<file path="src/rtl/game_pkg.sv">
// Shared definitions for the game sequencer.
//   GS_*     : encodings driven on the external gameState bus
//   state_t  : internal sequencer state (RESTART is invisible on gameState)
//   SCORE_W / SPEED_W : widths of the score and speed-level buses
package game_pkg;

    localparam logic [1:0] GS_IDLE = 2'b00;
    localparam logic [1:0] GS_RUN  = 2'b10;
    localparam logic [1:0] GS_DEAD = 2'b01;

    localparam int SCORE_W = 14;
    localparam int SPEED_W = 3;

    typedef enum logic [1:0] {
        IDLE    = 2'd0,
        RUN     = 2'd1,
        DEAD    = 2'd2,
        RESTART = 2'd3
    } state_t;

endpackage

</file>
<file path="src/rtl/btn_sync_edge.sv">
// Two-flop synchronizer for a raw asynchronous button, plus a one-cycle
// rising-edge pulse derived from the synchronized level.
// Ports:
//   i_clk, i_rst_n : system clock, asynchronous active-low reset
//   i_btn          : raw button input (asynchronous)
//   o_level        : synchronized button level
//   o_rise         : one-cycle pulse on a synchronized 0->1 transition
module btn_sync_edge (
    input  logic i_clk,
    input  logic i_rst_n,
    input  logic i_btn,
    output logic o_level,
    output logic o_rise
);

    logic r_meta;
    logic r_sync;
    logic r_prev;

    always_ff @(posedge i_clk or negedge i_rst_n) begin
        if (!i_rst_n) begin
            r_meta <= 1'b0;
            r_sync <= 1'b0;
            r_prev <= 1'b0;
        end else begin
            r_meta <= i_btn;
            r_sync <= r_meta;
            r_prev <= r_sync;
        end
    end

    assign o_level = r_sync;
    assign o_rise  = r_sync & ~r_prev;

endmodule

</file>
<file path="src/rtl/game_state_ctrl.sv">
// Top-level game sequencer. Buttons and collision are sampled on every clk
// cycle into sticky per-frame flags; every decision (state, outputs, score,
// speed, lockout) is committed only on cycles where frame_tick is high, so
// all outputs are registered and stable for a whole frame.
// Ports:
//   clk, rst_n           : system clock, asynchronous active-low reset
//   frame_tick           : one-cycle pulse per video frame
//   btn_jump, btn_duck   : raw asynchronous buttons
//   collision            : overlap flag, any-cycle assertion counts
//   gameState            : 00 IDLE, 10 RUN, 01 DEAD (RESTART shows as 01)
//   jump, duck           : dino controls (jump lasts one frame)
//   game_rst             : one-frame datapath reset while restarting
//   score, hi_score      : binary score and best score
//   speed_lvl            : obstacle speed level
//   dbg_state            : internal sequencer state for observation
// Handshake: there is no valid/ready; every output is a level that is only
// allowed to change on the clk edge where frame_tick=1.
module game_state_ctrl
    import game_pkg::*;
#(
    parameter int SCORE_DIV    = 6,
    parameter int SPEED_STEP   = 100,
    parameter int SPEED_MAX    = 7,
    parameter int DEAD_LOCKOUT = 30,
    parameter int SCORE_MAX    = 9999
) (
    input  logic               clk,
    input  logic               rst_n,
    input  logic               frame_tick,
    input  logic               btn_jump,
    input  logic               btn_duck,
    input  logic               collision,
    output logic [1:0]         gameState,
    output logic               jump,
    output logic               duck,
    output logic               game_rst,
    output logic [SCORE_W-1:0] score,
    output logic [SCORE_W-1:0] hi_score,
    output logic [SPEED_W-1:0] speed_lvl,
    output state_t             dbg_state
);

    localparam int FW = (SCORE_DIV  > 1) ? $clog2(SCORE_DIV)  : 1;
    localparam int SW = (SPEED_STEP > 1) ? $clog2(SPEED_STEP) : 1;
    localparam int LW = $clog2(DEAD_LOCKOUT + 1);

    localparam logic [FW-1:0]      FRAME_LAST = FW'(SCORE_DIV - 1);
    localparam logic [SW-1:0]      STEP_LAST  = SW'(SPEED_STEP - 1);
    localparam logic [LW-1:0]      LOCK_LOAD  = LW'(DEAD_LOCKOUT);
    localparam logic [SCORE_W-1:0] SCORE_SAT  = SCORE_W'(SCORE_MAX);
    localparam logic [SPEED_W-1:0] SPEED_SAT  = SPEED_W'(SPEED_MAX);

    logic w_jump_lvl, w_jump_rise;
    logic w_duck_lvl, w_duck_rise;
    logic w_unused;

    btn_sync_edge u_sync_jump (
        .i_clk   (clk),
        .i_rst_n (rst_n),
        .i_btn   (btn_jump),
        .o_level (w_jump_lvl),
        .o_rise  (w_jump_rise)
    );

    btn_sync_edge u_sync_duck (
        .i_clk   (clk),
        .i_rst_n (rst_n),
        .i_btn   (btn_duck),
        .o_level (w_duck_lvl),
        .o_rise  (w_duck_rise)
    );

    // Jump level and duck edge are not needed by the sequencer.
    assign w_unused = w_jump_lvl ^ w_duck_rise;

    logic r_jump_pend, r_coll_pend;
    logic w_jump_evt,  w_coll_evt;

    // An edge landing on the tick cycle itself still belongs to this frame.
    assign w_jump_evt = r_jump_pend | w_jump_rise;
    assign w_coll_evt = r_coll_pend | collision;

    always_ff @(posedge clk or negedge rst_n) begin
        if (!rst_n) begin
            r_jump_pend <= 1'b0;
            r_coll_pend <= 1'b0;
        end else if (frame_tick) begin
            r_jump_pend <= 1'b0;
            r_coll_pend <= 1'b0;
        end else begin
            if (w_jump_rise) r_jump_pend <= 1'b1;
            if (collision)   r_coll_pend <= 1'b1;
        end
    end

    state_t             r_state;
    logic [1:0]         r_game_state;
    logic               r_jump, r_duck, r_game_rst;
    logic [SCORE_W-1:0] r_score, r_hi_score;
    logic [SPEED_W-1:0] r_speed;
    logic [FW-1:0]      r_frame_cnt;
    logic [SW-1:0]      r_step_cnt;
    logic [LW-1:0]      r_lock_cnt;

    always_ff @(posedge clk or negedge rst_n) begin
        if (!rst_n) begin
            r_state      <= IDLE;
            r_game_state <= GS_IDLE;
            r_jump       <= 1'b0;
            r_duck       <= 1'b0;
            r_game_rst   <= 1'b0;
            r_score      <= '0;
            r_hi_score   <= '0;
            r_speed      <= '0;
            r_frame_cnt  <= '0;
            r_step_cnt   <= '0;
            r_lock_cnt   <= '0;
        end else if (frame_tick) begin
            case (r_state)
                IDLE: begin
                    if (w_jump_evt) begin
                        r_state      <= RUN;
                        r_game_state <= GS_RUN;
                        r_jump       <= 1'b1;
                        r_score      <= '0;
                        r_speed      <= '0;
                        r_frame_cnt  <= '0;
                        r_step_cnt   <= '0;
                    end
                end
                RUN: begin
                    if (w_coll_evt) begin
                        // Collision wins; a jump in the same frame is dropped
                        // and the score of this frame is not advanced.
                        r_state      <= DEAD;
                        r_game_state <= GS_DEAD;
                        r_jump       <= 1'b0;
                        r_duck       <= 1'b0;
                        r_lock_cnt   <= LOCK_LOAD;
                        if (r_score > r_hi_score) r_hi_score <= r_score;
                    end else begin
                        r_jump <= w_jump_evt;
                        r_duck <= w_duck_lvl;
                        // A saturated score freezes both counters.
                        if (r_score != SCORE_SAT) begin
                            if (r_frame_cnt == FRAME_LAST) begin
                                r_frame_cnt <= '0;
                                r_score     <= r_score + 1'b1;
                                if (r_step_cnt == STEP_LAST) begin
                                    r_step_cnt <= '0;
                                    if (r_speed != SPEED_SAT) r_speed <= r_speed + 1'b1;
                                end else begin
                                    r_step_cnt <= r_step_cnt + 1'b1;
                                end
                            end else begin
                                r_frame_cnt <= r_frame_cnt + 1'b1;
                            end
                        end
                    end
                end
                DEAD: begin
                    if (r_lock_cnt != '0) begin
                        r_lock_cnt <= r_lock_cnt - 1'b1;
                    end else if (w_jump_evt) begin
                        r_state     <= RESTART;
                        r_game_rst  <= 1'b1;
                        r_score     <= '0;
                        r_speed     <= '0;
                        r_frame_cnt <= '0;
                        r_step_cnt  <= '0;
                    end
                end
                RESTART: begin
                    // The press that caused the restart never becomes a jump.
                    r_state      <= RUN;
                    r_game_state <= GS_RUN;
                    r_game_rst   <= 1'b0;
                    r_jump       <= 1'b0;
                    r_duck       <= 1'b0;
                    r_frame_cnt  <= '0;
                    r_step_cnt   <= '0;
                end
                default: begin
                    r_state      <= IDLE;
                    r_game_state <= GS_IDLE;
                end
            endcase
        end
    end

    assign gameState = r_game_state;
    assign jump      = r_jump;
    assign duck      = r_duck;
    assign game_rst  = r_game_rst;
    assign score     = r_score;
    assign hi_score  = r_hi_score;
    assign speed_lvl = r_speed;
    assign dbg_state = r_state;

endmodule

</file>
<file path="config.mk">
export PLATFORM = sky130hd
export DESIGN_NAME = game_state_ctrl
export DESIGN_NICKNAME = d
export VERILOG_FILES = /design/src/rtl/game_pkg.sv /design/src/rtl/btn_sync_edge.sv /design/src/rtl/game_state_ctrl.sv
export SDC_FILE = /design/constraint.sdc
export NUM_CORES = 1
export LEC_CHECK = 0
export CAP_MARGIN = 20
export CORE_UTILIZATION = 45
export DETAILED_ROUTE_END_ITERATION = 8
export GPL_TIMING_DRIVEN = 0
export HOLD_SLACK_MARGIN = 0.12
export PLACE_DENSITY_LB_ADDON = 0.15
export SKIP_CTS_REPAIR_TIMING = 1
export SLEW_MARGIN = 15
export SYNTH_ARGS = -nofsm -noshare
export SYNTH_HDL_FRONTEND = slang
export SYNTH_SLANG_ARGS = --single-unit
</file>
<file path="constraint.sdc">
create_clock -name clk -period 3.8 [get_ports clk]
set_input_delay 0.95 -clock clk [delete_from_list [all_inputs] [get_ports clk]]
set_output_delay 0.95 -clock clk [all_outputs]
set_load 0.005 [all_outputs]
</file>
==> flow_summary.toml <==
[placed_design]
dp_slack_ps = 885
place_area_um2 = 4020
port_buffers = 43
gp_congestion = 0.811
hpwl_um = 5560

[floorplanning]
pin_count = 44
die_w_um = 89.5
start_util_pct = 47.0
die-area_um2 = 8010
die_h_um = 89.5
row_count = 31
coreArea_um2 = 7330

[logic_synthesis]
synth_area_um2 = 3440
syn_nets = 384
synth_edf_count = 0
synth_area_leaders = "dfrtp_1, ha_1, nand2_1"
synth_ff_type = "dfrtp_1"
ys_ff_latch = 60
synth_top_cell_by_area = "dfrtp_1"
async_reset_ff_share_pct = 100
synth.distinct_cells = 53
netlist_instances = 352
ys_warn_count = 0
synth_top_area_share_pct = 43.6
ys_seq_area_share_pct = 43.6
synth.avg_cell_area_um2 = 9.78

[layout]
nets = 439
final_area_um2 = 4170
antenna_cells = 0
drive_above_1_share_pct = 10.2
syn2layout_area_growth_pct = 21.0
final_core_util_pct = 56.8

[routing]
avgRoutedWirePerCell_um = 15.0
vias = 2854
final_antenna_net_count = 0
firstDrtPassIters = 4
drc = 0
vias_per_cell = 5.60
drtIter0Drc = 128
wl_um = 7650

[cts]
cts_sinks = 60
h-tree-depth = 3
clock_latency_ps = 340
path_clk_slew_ps = 60
numCtsBuffers = 9
cts.path.max_buffers = 2
clock-root-buffer = "clkbuf_8"
cts_tree = "done"

[power_and_ir_drop]
vdd_drop_max_mv = 0.313
p_leak_nw = 1.83
pwr_density_cell_nw_per_um2 = 719
total_power_mw = 2.99

[global_route]
grt_max_degree = 39
grt_pass1_vias = 2709
antenna_found_initial = 0
overflow = 0
grt_pass1_wl_um = 12700
grt_usage_pct = 21.2

[setup_path]
critPathLaunchType = "input port"
critical_path_peak_fanout = 10
arrival_ps = 2750
critPathKind = "input port to flip-flop"
cp-end-kind = "flip-flop"
cp_slowest_cell = "clkdlybuf4s50_1"
slowest_delay_ps = 510
required_ps = 4030
worstPathCellList = "clkdlybuf4s50_1 > nor2_1 > nor2_2 > o2111ai_2 > buf_4 > mux2_1"

[sta]
maxSlewViolCount = 0
rsz0062_at_grt = "false"
setup_viol = 0
tightest_slew_ps = 705
setup_ws_ps = 1270
period_minus_slack_ps = 2530
hold_viol = 0
fmax_ghz = 0.396
period_share_pct = 66.5
max_slew_margin_pct = 52.5
clock_skew_ps = 6.21

[status]
outcome = "finished clean"

[job]
maxCapViolCount = 0

[hold_path]
hold_path_class = "flip-flop to flip-flop"
[state kept, by name, summed over array words and instances (netlist names)]
name                 cells
speed_lvl                3
r_coll_pend              1
hi_score                14
u_sync_jump.r_prev       1
u_sync_duck.r_meta       1
r_lock_cnt               5
u_sync_jump.o_level      1
u_sync_duck.o_level      1
duck                     1
score                   14
game_rst                 1
r_jump_pend              1
u_sync_jump.r_meta       1
r_step_cnt               7
dbg_state                2
gameState                2
r_frame_cnt              3
jump                     1
[worst paths after layout]
path                            slack, ps  cells after the start          startpoint                   to
max in group asynchronous            2800                      2               rst_n             game_rst
worst min-delay path                  360                      0  u_sync_jump.r_meta  u_sync_jump.o_level
worst max register to register       1310                      8        dbg_state[1]          hi_score[4]
worst max-delay path                 1270                      6           collision          hi_score[4]
min in group asynchronous             490                      1               rst_n          hi_score[2]
worst min register to register        360                      0  u_sync_jump.r_meta  u_sync_jump.o_level
[power by group]
part	internal (mW)	switching, mW	leakage, nW
Sequential	0.844	0.233	0.700
Combinational	0.698	0.744	1.05
Clock	0.230	0.245	0.0800
[area by class of cell]
class,instances,area [um^2]
plain buffers,11,56.3
clock buffers,12,135
clock inverters,3,15.0
fillers,658,3170
inverters,26,97.6
multi-input cells,255,1790
flip-flops and latches,60,1500
well taps,99,124
repair buffers,44,448
[through the flow]
stage / TNS (ps) / hold slack [ps] / std cells
2_1_floorplan: 0 / 331 / 352
3_3_place_gp: -15800 / 333 / 494
3_5_place_dp: 0 / 345 / 495
4_1_cts: 0 / 359 / 510
5_1_grt: 0 / 364 / 510
6_report: 0 / 359 / 510
[cells in the final DEF (no fill, tap or decap), types with 2 or more instances in the layout]
| master | count |
|---|---|
| dfrtp_1 | 60 |
| clkdlybuf4s50_1 | 42 |
| a32o_1 | 2 |
| a31oi_1 | 2 |
| nor4_1 | 6 |
| or3_1 | 5 |
| mux2i_1 | 5 |
| or2_2 | 2 |
| a211o_1 | 2 |
| a41oi_1 | 2 |
| nand4_1 | 7 |
| o221ai_1 | 7 |
| and2_1 | 3 |
| clkinv_2 | 3 |
| nand2b_1 | 2 |
| ha_1 | 26 |
| a22o_1 | 3 |
| nand3b_1 | 4 |
| or4_1 | 5 |
| o211ai_1 | 3 |
| o31a_1 | 2 |
| nand2_1 | 45 |
| and3_1 | 7 |
| clkbuf_8 | 9 |
| clkbuf_1 | 9 |
| a21oi_1 | 12 |
| buf_2 | 3 |
| o21a_1 | 2 |
| nor3_1 | 3 |
| inv_1 | 26 |
| nor2b_1 | 3 |
| nor4b_4 | 2 |
| o21ai_0 | 25 |
| mux2_2 | 14 |
| nor2_1 | 14 |
| buf_4 | 2 |
| nand3_1 | 22 |
[layer usage]
layer	GRT usage (%)	wire (um)	up-vias
li1	-	-	1399
met1	26.9	3580	1358
met2	34.9	3610	84
met3	4.62	321	13
met4	9.67	140	0
met5	0	0	-
[cell families after synthesis]
family,share of synthesized area [%]
AOI/OAI and AO/OA,14.2
and+or+nand+nor,21.9
buffers and inverters,4.47
adders and majority gates,9.45
DFF,43.6
muxes,6.36
[synthesized netlist by cell type (all sizes together), types with 2 or more instances]
cell type and instances:
a211o 2, a21oi 12, a22o 3, a31oi 2, a32o 2, a41oi 2
and2 3, and3 7, buf 5, clkbuf 6, dfrtp 60, ha 26
inv 26, mux2 15, mux2i 5, nand2 45, nand2b 2, nand3 22
nand3b 4, nand4 7, nor2 15, nor2b 3, nor3 3, nor4 6
nor4b 3, o211ai 3, o21a 2, o21ai 26, o221ai 7, o31a 2
or2 2, or3 5, or4 5
[worst max-delay path, delay by kind of cell]
kind | cells | cell delay [ps]
simple gates | 2 | 400
mux | 1 | 310
compound gates | 1 | 300
buf+inv | 2 | 780
(Power assumes the default switching activity.)
